### config.mk
export PLATFORM = sky130hd
export DESIGN_NAME = irq_ctrl
export DESIGN_NICKNAME = d
export VERILOG_FILES = /design/src/rtl/irq_pkg.sv /design/src/rtl/prio_enc.sv /design/src/rtl/irq_ctrl.sv
export SDC_FILE = /design/constraint.sdc
export NUM_CORES = 1
export LEC_CHECK = 0
export BUFFER_PORTS_ARGS = -buffer_cell sky130_fd_sc_hd__buf_2
export CORE_UTILIZATION = 45
export CTS_CLUSTER_DIAMETER = 40
export DETAILED_ROUTE_END_ITERATION = 10
export PLACE_DENSITY_LB_ADDON = 0.3
export SLEW_MARGIN = 25
export SYNTH_ARGS = -nofsm -noshare
export SYNTH_HDL_FRONTEND = slang
export SYNTH_SLANG_ARGS = --single-unit
### constraint.sdc
create_clock -name clk -period 2.1 [get_ports clk]
set_input_delay 0.315 -clock clk [delete_from_list [all_inputs] [get_ports clk]]
set_output_delay 0.315 -clock clk [all_outputs]
set_load 0.01 [all_outputs]
### src/rtl/irq_pkg.sv
`default_nettype none
// +----------------------------------------------------------------------+
// | irq_pkg                                                              |
// | Register offsets, mode encodings and limits for the irq controller.  |
// | Revision: 1.0                                                        |
// +----------------------------------------------------------------------+
package irq_pkg;

  localparam int IRQ_MAX_SRCS = 15;

  localparam logic [1:0] IRQ_PENDING = 2'd0;
  localparam logic [1:0] IRQ_ENABLE  = 2'd1;
  localparam logic [1:0] IRQ_MODE    = 2'd2;
  localparam logic [1:0] IRQ_FORCE   = 2'd3;

  localparam logic IRQ_LEVEL = 1'b0;
  localparam logic IRQ_EDGE  = 1'b1;

endpackage
`default_nettype wire

### src/rtl/prio_enc.sv
`default_nettype none
// +----------------------------------------------------------------------+
// | prio_enc                                                             |
// | Returns the index of the highest set request bit, 0 when none set.   |
// | Revision: 1.0                                                        |
// +----------------------------------------------------------------------+
module prio_enc #(
  parameter int W = 4
) (
  input  logic [(1<<W)-1:0] req,
  output logic [W-1:0]      idx
);

  // Ascending scan so the highest set bit is the last one to write idx.
  always_comb begin
    idx = '0;
    for (int i = 0; i < (1 << W); i++) begin
      if (req[i]) idx = W'(i);
    end
  end

endmodule
`default_nettype wire

### src/rtl/irq_ctrl.sv
`default_nettype none
// +----------------------------------------------------------------------+
// | irq_ctrl                                                             |
// | Pending/enable/mode interrupt controller with priority vector out.   |
// | Revision: 1.0                                                        |
// +----------------------------------------------------------------------+
module irq_ctrl
  import irq_pkg::*;
#(
  parameter int IRQS  = 15,
  parameter int WIDTH = 18
) (
  input  logic             clk,
  input  logic             arstn,
  input  logic [IRQS-1:0]  src,
  input  logic             io_rd,
  input  logic             io_wr,
  input  logic [1:0]       io_addr,
  input  logic [WIDTH-1:0] din,
  output logic [WIDTH-1:0] io_dout,
  output logic             irq,
  output logic [3:0]       ivec,
  input  logic             iack
);

  logic [IRQS-1:0] r_pending;
  logic [IRQS-1:0] r_enable;
  logic [IRQS-1:0] r_mode;
  logic [IRQS-1:0] r_src_d;

  logic [IRQS-1:0] w_din;
  logic [IRQS-1:0] w_act;
  logic [IRQS-1:0] w_src_set;
  logic [IRQS-1:0] w_ack;
  logic [IRQS-1:0] w_force;
  logic [IRQS-1:0] w_w1c;
  logic [IRQS-1:0] w_set;
  logic [IRQS-1:0] w_clr;
  logic [15:0]     w_prio_in;
  logic [3:0]      w_ivec;
  logic            w_wr_pending;
  logic            w_wr_enable;
  logic            w_wr_mode;
  logic            w_wr_force;
  logic            w_unused_din;

  assign w_din        = din[IRQS-1:0];
  assign w_unused_din = ^din[WIDTH-1:IRQS];

  assign w_wr_pending = io_wr && (io_addr == IRQ_PENDING);
  assign w_wr_enable  = io_wr && (io_addr == IRQ_ENABLE);
  assign w_wr_mode    = io_wr && (io_addr == IRQ_MODE);
  assign w_wr_force   = io_wr && (io_addr == IRQ_FORCE);

  assign w_force = w_wr_force   ? w_din : '0;
  assign w_w1c   = w_wr_pending ? w_din : '0;

  // Per-source event detection and acknowledge decode.
  for (genvar i = 0; i < IRQS; i++) begin : g_src
    assign w_src_set[i] = (r_mode[i] == IRQ_EDGE) ? (src[i] & ~r_src_d[i]) : src[i];
    assign w_ack[i]     = iack && (w_ivec == 4'(i + 1));
  end

  // Sets are OR'd in after clears so a coincident set is never lost.
  assign w_set = w_src_set | w_force;
  assign w_clr = w_ack | w_w1c;

  always_ff @(posedge clk or negedge arstn) begin
    if (!arstn) begin
      r_pending <= '0;
      r_enable  <= '0;
      r_mode    <= '0;
      r_src_d   <= '0;
    end else begin
      r_src_d   <= src;
      r_pending <= (r_pending & ~w_clr) | w_set;
      if (w_wr_enable) r_enable <= w_din;
      if (w_wr_mode)   r_mode   <= w_din;
    end
  end

  assign w_act = r_pending & r_enable;

  // Bit 0 stays clear so the encoder output is already the 1-based vector.
  always_comb begin
    w_prio_in           = '0;
    w_prio_in[IRQS:1]   = w_act;
  end

  prio_enc #(
    .W (4)
  ) u_prio_enc (
    .req (w_prio_in),
    .idx (w_ivec)
  );

  assign ivec = w_ivec;
  assign irq  = (w_ivec != 4'd0);

  always_comb begin
    io_dout = '0;
    if (io_rd) begin
      case (io_addr)
        IRQ_PENDING: io_dout[IRQS-1:0] = r_pending;
        IRQ_ENABLE:  io_dout[IRQS-1:0] = r_enable;
        IRQ_MODE:    io_dout[IRQS-1:0] = r_mode;
        IRQ_FORCE:   io_dout[4:0]      = {irq, w_ivec};
        default:     io_dout           = '0;
      endcase
    end
  end

endmodule
`default_nettype wire

Yosys cells after proc, flatten, opt, wreduce, memory -nomap -nowiden
Cells that the tools add are included.
{ "op_classes": {"n_eq_ne": 18, "muxes": 35, "reduce_logical": 21, "bitwise": 36} }
{ "op_table": {"columns": ["cell", "n"], "rows": [
  ["$mux 15", 3],
  ["$or 15x15->15", 3],
  ["$eq 4x4->1 const B", 8],
  ["$mux 4", 8],
  ["$and 15x15->15", 2],
  ["$pmux 10 s3", 1],
  ["$pmux 5 s4", 1],
  ["$logic_and 1x1->1", 19],
  ["$eq 4x3->1 const B", 4],
  ["$mux 1", 16],
  ["$and 1x1->1", 15],
  ["$not 1->1", 15],
  ["$not 15->15", 1],
  ["$mux 3", 4],
  ["$eq 4x2->1 const B", 2],
  ["$eq 2x2->1 const B", 2],
  ["$eq 4x1->1 const B", 1],
  ["$mux 2", 2],
  ["$reduce_bool 4->1", 1],
  ["$eq 2x1->1 const B", 1],
  ["$logic_not 2->1", 1]
]} }
{ "totals": {"register_bits": 60, "out_inout_bits": 23} }

Depth between registers and ports, before layout
{ "depth": {"depth_word": 22, "depth_mapped": 6, "ltp_nobuf": 6} }

Modules after synthesis
From an unflattened synthesis, not the netlist that was laid out.
{ "unflattened": {"cells_unflattened": 248, "area_unflattened_um2": 3080.5} }
{ "modules_own_cells": {"columns": ["module", "instances", "cells_per_inst", "area_per_inst_um2"], "rows": [
  ["irq_ctrl", 1, 223, 2939.1],
  ["prio_enc", 1, 25, 141.4]
]} }

Least setup slack after synthesis
No wires, ideal clock.
{ "synth_timing": {"path_type": "register to output", "startpoint": "register r_pending[2]", "endpoint": "output io_dout[1]", "arrival_ps": 1691, "path_stages_with_launch": 7, "required_ps": 1785, "path_slack_ps": 94, "path_cell_list": "dfrtp_1 > a22o_1 > a211oi_2 > o31a_2 > inv_2 > mux4_2 > and2_1"} }
{ "synth_between": {"elab_chain_len": 16} }
{ "synth_lines": {"columns": ["element", "line", "text"], "rows": [
  ["start, declared", "irq_ctrl.sv:26", "logic [IRQS-1:0] r_pending;"],
  ["start signal, assigned", "irq_ctrl.sv:76", "r_pending <= (r_pending & ~w_clr) | w_set;"],
  ["$and 15x15->15", "irq_ctrl.sv:82", "assign w_act = r_pending & r_enable;"],
  ["$mux 2", "prio_enc.sv:18", "if (req[i]) idx = W'(i);"],
  ["$mux 3 (4 in a row)", "prio_enc.sv:18", null],
  ["$mux 4 (8 in a row)", "prio_enc.sv:18", null],
  ["net ivec[1]", "irq_ctrl.sv:22", "output logic [3:0] ivec,"],
  ["$pmux 5 s4", "irq_ctrl.sv:103", "case (io_addr)"],
  ["$mux 15", "irq_ctrl.sv:102", "if (io_rd) begin"],
  ["end, declared", "irq_ctrl.sv:20", "output logic [WIDTH-1:0] io_dout,"]
]} }
The timed path passes the listed nets, and every way through them passes these cells.

Worst setup path after layout
{ "layout_timing": {"startpoint": "register r_pending[2]", "endpoint": "output io_dout[1]"} }
{ "layout_between": {"elab_chain_len": 16} }
{ "layout_lines": {"columns": ["element", "line"], "rows": [
  ["$and 15x15->15", "irq_ctrl.sv:82"],
  ["$mux 2", "prio_enc.sv:18"],
  ["$mux 3 (4 in a row)", "prio_enc.sv:18"],
  ["$mux 4 (8 in a row)", "prio_enc.sv:18"],
  ["$pmux 5 s4", "irq_ctrl.sv:103"],
  ["$mux 15", "irq_ctrl.sv:102"]
]} }
No other way between the ends.

==> flow_summary.toml <==
[worst_setup_path]
required_ns = 1.78
crit_slowest_cell = "mux4_2"
ff2ff_setup_slack_ns = 0.10
critPathCaptureType = "output pin"
crit_path_start = "r_pending[2]$_DFF_PN0_"
max_stage_delay_ns = 0.45
rr_endpoint = "r_pending[3]$_DFF_PN0_"
crit_arrival_ns = 2.21
path_cells = "a22o_1 > a211oi_2 > o31a_2 > inv_2 > mux4_2 > and2_1 > buf_2"
critPathKind = "flop to output pin"
cp-start-kind = "flop"
r2r_cells = 9
reg2reg_from = "r_pending[4]$_DFF_PN0_"
path_max_fanout = 3

[synth]
syn_inst = 297
yosys.area.top_type = "dfrtp_1"
yosysMostFrequentCell = "dfrtp_1"
ys_ff_latch = 60
synthArstFlopShare = 1.00
synth_area_leaders = "dfrtp_1, mux2_2, nand2_1, mux2i_1, a21oi_1"
netlist_area_sq_um = 3130
ys_warn_count = 0
postSynthAreaPerCell_sq_um = 10.5
synth.top_cells.by_count = "dfrtp_1, nand2_1, mux2_2"
synth_top_area_frac = 0.479
synth_flop_cell = "dfrtp_1"
synth.distinct_cells = 46
seq_area_frac_synth = 0.479
synth_edf_count = 0

[die]
fp-row-count = 30
die_h_microns = 85.4
fp.dieW_microns = 85.4
coreArea_sq_um = 6760
dieArea_sq_um = 7300
start_util = 0.464
ios = 63

[power_and_ir_drop]
swShare = 0.333
ir_worst_vdd_mv = 0.469
combPwrFrac = 0.380
power.clock.fraction = 0.257
powerDensity_nw_per_um2 = 905
p_leak_nw = 2.03
p_int_w = 0.00265
seq_power_share = 0.363
switchingPower_w = 0.00133

[timing]
finalSetupViolations = 7
relSlewSlack = 0.630
rsz0062_at_grt = "true"
max_freq_ghz = 0.396
fin_crit_sh = 1.20
timing.final.ws_setup_ns = -0.427
report.final.slew_viol_count = 0
tns_ns = -2.01
hold_viol = 0
skew_ns = 0.00687
worst_slew_pin_slew_ns = 0.554
fin_hold_ws_ns = 0.0816
post-route-min-period_ns = 2.53

[place]
place_area_sq_um = 3760
io_buffers = 56
gp_congestion = 0.904
dp_hpwl_microns = 6000
dp_worst_setup_slack_ns = -0.0435

[worst_hold_path]
hp-class = "input pin to flop"
whs_endpoint = "r_src_d[5]$_DFF_PN0_"
hp-start = "src[5]"
hold_depth = 1

[flow_run]
drv_cap = 0

[global_routing]
grt_util_met1 = 0.340
grt_util_met3 = 0.0574
first_global_vias = 3013
grt_busiest_layer = "met2"
grtUsageMet2 = 0.452
gr-total-overflow = 0
grt_pass1_wl_microns = 15100
grt_usage = 0.275
grt_max_degree = 23
antenna_found_initial = 0

[drt]
vias_per_cell = 5.93
vias = 2981
drtAntennaViolNets = 0
wl_per_cell_microns = 18.7
drc = 0
routed_wl_microns = 9420
first_pass_iters = 5
drt_iter0_markers = 246

[clock_network]
clock_tree.root_cell = "clkbuf_8"
clk_path_buf_depth = 2
cts.clk_slew.worst_paths_ns = 0.07
clock-sinks = 60
cts_tree = "yes"
numCtsBuffers = 9
htree_levels = 3
insertion_delay_ns = 0.35

[finish]
syn_to_final_growth_pct = 40.3
n_antenna_cell = 0
layout-drive-gt1-share = 0.473
design_area_sq_um = 4400
fin_nets = 459

[status]
status = "finished, violations left"
failed_checks = "negative setup slack"
==> cell type report <==
| cell class | count | area [sq um] |
|---|---|---|
| fill | 503 | 2360 |
| multi-input combinational | 219 | 1740 |
| sequential | 60 | 1500 |
| timing repair buffer | 124 | 851 |
| clock buffer | 13 | 149 |
| tap | 80 | 100 |
| clock inverter | 2 | 35.0 |
| inverter | 5 | 18.8 |
==> state kept, by name, summed over array words and instances (netlist names) <==
signal and flops:
r_enable 15, r_mode 15, r_pending 15, r_src_d 15
==> power by group through the flow <==
| stage | registers, W | clock network, W | logic [W] |
|---|---|---|---|
| final | 0.00145 | 0.00102 | 0.00151 |
| after global routing | 0.00146 | 0.00109 | 0.00162 |
| after CTS | 0.00144 | 0.00103 | 0.00131 |
| after detailed placement | 0.00146 | 0 | 0.00108 |
| after global placement | 0.00145 | 0 | 0.00106 |
| after floorplan | 0.00144 | 0 | 0.000617 |
==> layer usage <==
layer	up-vias	wire length, microns
li1	1338	-
met4	0	299
met3	28	516
met5	-	0
met1	1479	4050
met2	136	4550
==> cell usage in the layout, fill, tap and decap left out, types with 2 or more instances in the layout <==
cell type / count
and3_1: 2
a22o_1: 6
a21boi_0: 8
o211ai_1: 4
nand2_1: 42
buf_6: 14
mux4_2: 3
a21bo_2: 4
a21oi_1: 14
o21ai_0: 8
a221o_1: 2
a222oi_1: 6
a22oi_2: 3
buf_2: 54
nor2_1: 22
a31oi_1: 2
conb_1: 3
and2_4: 2
nand3_1: 4
a21oi_4: 3
o31ai_1: 2
inv_1: 3
clkbuf_8: 10
mux2i_1: 12
a211oi_2: 2
clkbuf_1: 3
dfrtp_1: 59
mux2_2: 30
a22oi_1: 8
and2_1: 4
buf_4: 55
==> cell families (layout without fill, tap and decap cells) <==
family	after synthesis	after routing	share of synthesized area
and+or+nand+nor	88	88	0.129
muxes	45	45	0.168
buffers and inverters	20	144	0.0292
DFF	60	60	0.479
other	1	3	0.00120
AOI/OAI and AO/OA	83	83	0.194
==> worst max-delay path: cells and delay by family (launching register included) <==
kind,cells,cell delay (ns)
compound gates,3,0.69
mux,1,0.45
flops,1,0.38
buf+inv,2,0.19
simple gates,1,0.14
==> how the worst max path moves through the flow <==
stage	to	slack, ns	depth (start not counted)
after floorplan	io_dout[1]	0.09	6
after global placement	io_dout[1]	-0.02	7
after detailed placement	io_dout[1]	-0.04	7
after CTS	io_dout[1]	-0.34	7
after global routing	io_dout[1]	-0.48	7
final	io_dout[1]	-0.43	7
==> stage by stage <==
| stage | cells | total power [W] | utilization |
|---|---|---|---|
| after floorplan | 299 | 0.00206 | - |
| after global placement | 461 | 0.00250 | 0.556 |
| after detailed placement | 461 | 0.00253 | 0.556 |
| after CTS | 498 | 0.00378 | 0.631 |
| after global routing | 503 | 0.00416 | 0.651 |
| final | 503 | 0.00398 | 0.651 |
==> timing repair <==
| item | 4_1_cts | 5_1_grt |
|---|---|---|
| hold buffers | 1 | 0 |
| pin swaps | 19 | 13 |
| gates cloned | 0 | 0 |
| hold endpoints to repair | 16 | 0 |
| resized for setup | 31 | 23 |
| setup endpoints to repair | 9 | 16 |
| buffers inserted | 21 | 11 |
(Power assumes the default switching activity.)
